--- config.mk ---
export PLATFORM = sky130hd
export DESIGN_NAME = sw_submit
export DESIGN_NICKNAME = d
export VERILOG_FILES = /design/src/rtl/sw_submit_pkg.sv /design/src/rtl/sw_submit_sync_debounce.sv /design/src/rtl/sw_submit.sv
export SDC_FILE = /design/constraint.sdc
export NUM_CORES = 1
export LEC_CHECK = 0
export CORE_ASPECT_RATIO = 1.5
export CORE_MARGIN = 2
export CORE_UTILIZATION = 50
export CTS_CLUSTER_SIZE = 16
export DETAILED_ROUTE_END_ITERATION = 10
export GPL_TIMING_DRIVEN = 0
export PLACE_DENSITY = 0.7
export SYNTH_ARGS = -nofsm -noshare
export SYNTH_HDL_FRONTEND = slang
export SYNTH_SLANG_ARGS = --single-unit
--- constraint.sdc ---
create_clock -name clock -period 3.7 [get_ports clock]
set_clock_uncertainty 0.15 [all_clocks]
set_input_delay 0.925 -clock clock [delete_from_list [all_inputs] [get_ports clock]]
set_output_delay 0.925 -clock clock [all_outputs]
set_load 0.01 [all_outputs]
--- src/rtl/sw_submit_pkg.sv ---
// sw_submit_pkg
// Shared definitions for the switch/submit peripheral. The LED and address
// decoder blocks use the same state enum and read-selector codes.
//   deb_state_t  : button debounce FSM states
//   SW_*         : swAddr read-selector codes
//   deb_cnt_w()  : width of a counter that must hold cycles-1
package sw_submit_pkg;

   typedef enum logic [1:0] {
      IDLE_LOW = 2'd0,
      CHK_HIGH = 2'd1,
      HIGH     = 2'd2,
      CHK_LOW  = 2'd3
   } deb_state_t;

   localparam logic [1:0] SW_LO     = 2'b00;
   localparam logic [1:0] SW_LO_ALT = 2'b01;
   localparam logic [1:0] SW_HI     = 2'b10;
   localparam logic [1:0] SW_STAT   = 2'b11;

   function automatic int deb_cnt_w(input int cycles);
      return (cycles <= 2) ? 1 : $clog2(cycles);
   endfunction

endpackage

--- src/rtl/sw_submit_sync_debounce.sv ---
// sync_debounce
// Two-flop synchronizer followed by a debounce FSM for one bouncy input.
//
//   state    | meaning
//   ---------+---------------------------------------------------
//   IDLE_LOW | level is 0, input seen low
//   CHK_HIGH | level is 0, input high, counting stable cycles
//   HIGH     | level is 1, input seen high
//   CHK_LOW  | level is 1, input low, counting stable cycles
//
// Ports:
//   clock   in   system clock
//   reset_n in   asynchronous active-low reset
//   raw     in   asynchronous raw input
//   level   out  debounced level (registered, 1 in HIGH and CHK_LOW)
//   pulse   out  one-cycle strobe after the CHK_HIGH -> HIGH transition
module sync_debounce
   import sw_submit_pkg::*;
#(
   parameter int DEB_CYCLES = 20000
) (
   input  logic clock,
   input  logic reset_n,
   input  logic raw,
   output logic level,
   output logic pulse
);

   localparam int CNT_W = deb_cnt_w(DEB_CYCLES);
   localparam logic [CNT_W-1:0] CNT_LAST = CNT_W'(DEB_CYCLES - 1);

   logic             s1;
   logic             s2;
   deb_state_t       state;
   logic [CNT_W-1:0] cnt;

   always_ff @(posedge clock or negedge reset_n) begin
      if (!reset_n) begin
         s1 <= 1'b0;
         s2 <= 1'b0;
      end else begin
         s1 <= raw;
         s2 <= s1;
      end
   end

   always_ff @(posedge clock or negedge reset_n) begin
      if (!reset_n) begin
         state <= IDLE_LOW;
         cnt   <= '0;
         level <= 1'b0;
         pulse <= 1'b0;
      end else begin
         pulse <= 1'b0;
         case (state)
            IDLE_LOW: begin
               if (s2) begin
                  state <= CHK_HIGH;
                  cnt   <= '0;
               end
            end
            CHK_HIGH: begin
               if (!s2) begin
                  state <= IDLE_LOW;
                  cnt   <= '0;
               end else if (cnt == CNT_LAST) begin
                  state <= HIGH;
                  cnt   <= '0;
                  level <= 1'b1;
                  pulse <= 1'b1;
               end else begin
                  cnt <= cnt + CNT_W'(1);
               end
            end
            HIGH: begin
               if (!s2) begin
                  state <= CHK_LOW;
                  cnt   <= '0;
               end
            end
            CHK_LOW: begin
               if (s2) begin
                  state <= HIGH;
                  cnt   <= '0;
               end else if (cnt == CNT_LAST) begin
                  state <= IDLE_LOW;
                  cnt   <= '0;
                  level <= 1'b0;
               end else begin
                  cnt <= cnt + CNT_W'(1);
               end
            end
            default: begin
               state <= IDLE_LOW;
               cnt   <= '0;
               level <= 1'b0;
            end
         endcase
      end
   end

endmodule

--- src/rtl/sw_submit.sv ---
// sw_submit
// Board switch snapshot peripheral. The switch vector is synchronized and
// debounced; a debounced press of the submit button captures the stable
// switch value, which the CPU reads back through a small register window.
//
// Ports:
//   clock       in   system clock
//   reset_n     in   asynchronous active-low reset
//   sw_raw      in   raw board switches (asynchronous)
//   submit_raw  in   raw submit button (asynchronous, bouncy)
//   SwitchCtrl  in   address decoder select
//   ioRead      in   CPU I/O read strobe
//   swAddr      in   read selector (low half / high byte / status)
//   read_data   out  combinational CPU read data
//   submit      out  debounced submit level
//   submit_pulse out one-cycle strobe on debounced submit rise
//   sw_valid    out  snapshot taken and not yet read
module sw_submit
   import sw_submit_pkg::*;
#(
   parameter int DEB_CYCLES = 20000,
   parameter int SW_WIDTH   = 24
) (
   input  logic                clock,
   input  logic                reset_n,
   input  logic [SW_WIDTH-1:0] sw_raw,
   input  logic                submit_raw,
   input  logic                SwitchCtrl,
   input  logic                ioRead,
   input  logic [1:0]          swAddr,
   output logic [15:0]         read_data,
   output logic                submit,
   output logic                submit_pulse,
   output logic                sw_valid
);

   localparam int SCNT_W = deb_cnt_w(DEB_CYCLES);
   localparam logic [SCNT_W-1:0] SCNT_LAST = SCNT_W'(DEB_CYCLES - 1);

   logic [SW_WIDTH-1:0] sw_s1;
   logic [SW_WIDTH-1:0] sw_s2;
   logic [SW_WIDTH-1:0] sw_prev;
   logic [SW_WIDTH-1:0] sw_stable;
   logic [SW_WIDTH-1:0] sw_snap;
   logic [SCNT_W-1:0]   scnt;
   logic                rd_en;
   logic                rd_clr;

   sync_debounce #(
      .DEB_CYCLES (DEB_CYCLES)
   ) u_btn (
      .clock   (clock),
      .reset_n (reset_n),
      .raw     (submit_raw),
      .level   (submit),
      .pulse   (submit_pulse)
   );

   always_ff @(posedge clock or negedge reset_n) begin
      if (!reset_n) begin
         sw_s1 <= '0;
         sw_s2 <= '0;
      end else begin
         sw_s1 <= sw_raw;
         sw_s2 <= sw_s1;
      end
   end

   // Any change restarts the count; once the count is reached it saturates
   // and sw_stable keeps tracking the unchanged value.
   always_ff @(posedge clock or negedge reset_n) begin
      if (!reset_n) begin
         sw_prev   <= '0;
         sw_stable <= '0;
         scnt      <= '0;
      end else if (sw_s2 != sw_prev) begin
         sw_prev <= sw_s2;
         scnt    <= '0;
      end else if (scnt == SCNT_LAST) begin
         sw_stable <= sw_prev;
      end else begin
         scnt <= scnt + SCNT_W'(1);
      end
   end

   assign rd_en  = SwitchCtrl & ioRead;
   assign rd_clr = rd_en && (swAddr == SW_LO);

   // A capture on the same edge as a consuming read keeps the new snapshot valid.
   always_ff @(posedge clock or negedge reset_n) begin
      if (!reset_n) begin
         sw_snap  <= '0;
         sw_valid <= 1'b0;
      end else if (submit_pulse) begin
         sw_snap  <= sw_stable;
         sw_valid <= 1'b1;
      end else if (rd_clr) begin
         sw_valid <= 1'b0;
      end
   end

   always_comb begin
      read_data = 16'h0000;
      if (rd_en) begin
         case (swAddr)
            SW_LO, SW_LO_ALT: read_data = sw_snap[15:0];
            SW_HI:            read_data = {8'h00, sw_snap[23:16]};
            SW_STAT:          read_data = {15'b0, sw_valid};
            default:          read_data = 16'h0000;
         endcase
      end
   end

endmodule

==> run metrics <==
Final Cycle Share between 90% and 100%; Flop pwr share 47.5%; Max-slew headroom 52.51%; crit path from ioRead; commonest non-fill, non-tap cell in the layout dfrtp_1; RSZ-0062 raised after global routing false; CTS tree done; CP required 2.62 ns; Int Power roughly 3000 uW; largest net degree at the start of global routing 80; Die Area 13020 um2; Hold Violations, Final 0; multi-input logic area around 2000 um2; RePlAce Congestion 0.8272; Hold WC Path Type register to register; initial drt markers 136; fmax 276.7 MHz; Via Count roughly 3500; commonest cells after routing, fill and taps aside 157 x dfrtp_1, 44 x clkdlybuf4s50_1, 35 x xnor2_1, 31 x clkbuf_1; cell area after synthesis 6053 um2; critical path type primary input to output pin; Core ar. 11890 um2; Overflow after GRT 0; worst hold start sw_s1[16]; share of layout cells above drive strength 1 19.09%; initial antenna violation count 0; Buf/Inv on CP 3; number of global-route vias before repair 3808; CP arrival 2.54 ns; Post-Route WL just over 10000 um; clk sink count 157; Cells after Synth 444; Power Density 511.4 nW/um2; Post-CTS Hold Buffers 0; sequential element share of the synthesized area 64.90%; CTS buffer count 17; slowest library cell on the worst path clkdlybuf4s50_1; vias per cell 5.111; H-tree levels 4; clock power share 46.7%; Startpoint Class primary input; post-synthesis compound-gate area fraction 4.609%; total power between 3000 and 4000 uW; first-pass GRT wire length 17860 um; Simple-Gate Fraction of Synth Area about 11%; worst-path fanout max 4; crit end category output pin; DIE WIDTH 93.84 um; Starting Density 50.89%; final instance area around 7500 um2; synth unique cells 40; Die Y 138.8 um; Final WS setup 0.08572 ns; Worst-Skew Late Latency 0.41 ns; Layout Nets 550; storage element area 3929 um2; Critical Path, Cell by Cell clkdlybuf4s50_1 > nand2_2 > nor3b_4 > buf_4 > a22o_1 > clkdlybuf4s50_1; largest family of logic cells by synthesized area simple AND/OR/NAND/NOR gates; Reg clk slew, reported paths ~0.060 ns; CP most frequent cell clkdlybuf4s50_1; Area growth syn-to-layout 23.09%; I/O Buffers ~50; Synthesized Nets 477; Antenna Cells 0; net switching power 797.4 uW; sw frac about a fifth; status finished, final reports clean; FILL cells approximately 930; Worst Max-Slew Pin Slew 0.7123 ns; CP delay by family, top buffers and inverters; critical path's largest stage delay 0.54 ns; mux cell area share after synthesis 10.69%; RR Startpoint u_btn.cnt[6]; Logic pwr share approximately 5.9%; Detail Placement HPWL about 7000 um; Adder-Cell Fraction of Synth Area 0.4134%; ANT nets after route 0; root buffer cell clkbuf_16; drt pass-1 iters 4; Area after DPL 6764 um2; All-Layer GR Usage 17.62%; Syn. warnings 0; Wirelength per Cell 14.74 um; drc violations 0; Slew Limit Fails 0; count of final setup violators 0; Post-Syn Area per Cell between 10 and 15 um2; std cell rows 49; post-synthesis xor/xnor area fraction around 5.9%; post-layout minimum cycle time 3.614 ns; # Max-Cap Violations 0; Max IR drop VDD 0.0003138 V; clock tree buffer depth 2; Static Leak 0.003367 uW; # IOs 50; Seq cells post-synth 157; Setup WS pre-CTS -0.4459 ns; Core Util, Final 62.64%
==> logic make-up (layout without fill, tap and decap cells) <==
family          count (synthesis)  after routing
simple gates                  115            115
xor+xnor                       41             41
buf+inv                        36            121
mux                            51             51
compound gates                 42             42
flops                         157            157
fa+ha+maj                       2              2
==> layout make-up <==
type                       instances  share of cell area (%)
tap                              153                   2.569
clock buffer                      20                   5.995
inverter                           3                  0.1511
clock inverter                    11                   2.250
sequential                       157                   52.73
buffer                            33                   2.065
multi-input combinational        251                   26.68
timing repair buffer              54                   7.557
==> stage by stage <==
stage | std cells | setup TNS (ns) | hold WS [ns]
2_1_floorplan | 444 | 0 | 0.1812
3_3_place_gp | 646 | -708.83 | 0.1820
3_5_place_dp | 647 | -5.917 | 0.1855
4_1_cts | 682 | 0 | 0.1945
5_1_grt | 682 | 0 | 0.1987
6_report | 682 | 0 | 0.1959
==> synthesized netlist by cell type (all sizes together) <==
cell type | n | area, um2
nand4 | 8 | 50.05
clkbuf | 30 | 112.6
a21oi | 5 | 25.02
and3 | 4 | 25.02
mux2i | 2 | 20.02
nand2 | 15 | 56.30
a211oi | 1 | 7.510
or3b | 1 | 8.760
mux2 | 49 | 626.9
inv | 3 | 11.26
nand3 | 16 | 92.59
or2 | 2 | 12.51
nor4 | 8 | 101.3
o31ai | 1 | 7.510
xnor2 | 35 | 306.5
nand2b | 3 | 18.77
a31o | 1 | 8.760
or4b | 1 | 13.76
or4 | 2 | 15.01
ha | 2 | 25.02
a22o | 10 | 87.58
and2 | 8 | 50.05
nor3b | 4 | 30.03
or3 | 3 | 18.77
a32o | 1 | 10.01
nor3 | 9 | 45.04
a21o | 4 | 30.03
dfrtp | 157 | 3929
nor2 | 30 | 112.6
nor2b | 1 | 6.260
a41oi | 1 | 8.760
a31oi | 3 | 18.77
buf | 3 | 33.78
xor2 | 6 | 52.55
o21ai | 15 | 75.07
==> worst reg2reg max path, delay by kind of cell, from the launching register on <==
| kind | cells | cell delay (ns) |
|---|---|---|
| AND/OR/NAND/NOR | 3 | 1.20 |
| AO/OA/AOI/OAI | 2 | 0.27 |
| flip-flops | 1 | 0.45 |
| buffers and inverters | 1 | 0.16 |
==> routing by layer <==
layer  routed length (um)  track usage (%)
met1                 4132            20.77
met5                    0                0
met4                  150            5.492
met2                 5383            30.23
met3                  388            5.870
==> worst paths after layout <==
| path | end | slack, ns | depth (start not counted) |
|---|---|---|---|
| max | read_data[2] | 0.09 | 6 |
| min | sw_s2[16] | 0.20 | 0 |
| max reg2reg | u_btn.cnt[12] | 1.37 | 6 |
| min reg2reg | sw_s2[16] | 0.20 | 0 |
| max in group asynchronous | sw_s2[18] | 2.21 | 2 |
| min in group asynchronous | scnt[6] | 0.39 | 1 |
==> sequential cells by signal (all words and copies together), names as in the netlist, 15 cells and up, named ones only <==
signal,flops
sw_s1,24
sw_snap,24
u_btn.cnt,15
sw_stable,24
sw_prev,24
scnt,15
sw_s2,24
==> power groups by stage <==
stage	combinational [uW]	sequential (uW)	clock, uW
6_report	223	1810	1780
5_1_grt	257	1820	1910
4_1_cts	230	1810	1820
3_5_place_dp	224	1840	0
3_3_place_gp	214	1840	0
2_1_floorplan	122	1830	0
==> what timing repair did <==
item,CTS,global route
endpoints found under the setup margin,15,14
buffers inserted,4,0
gates resized for setup,7,7
pin swaps,2,1
Power figures use the tool's default switching activity.
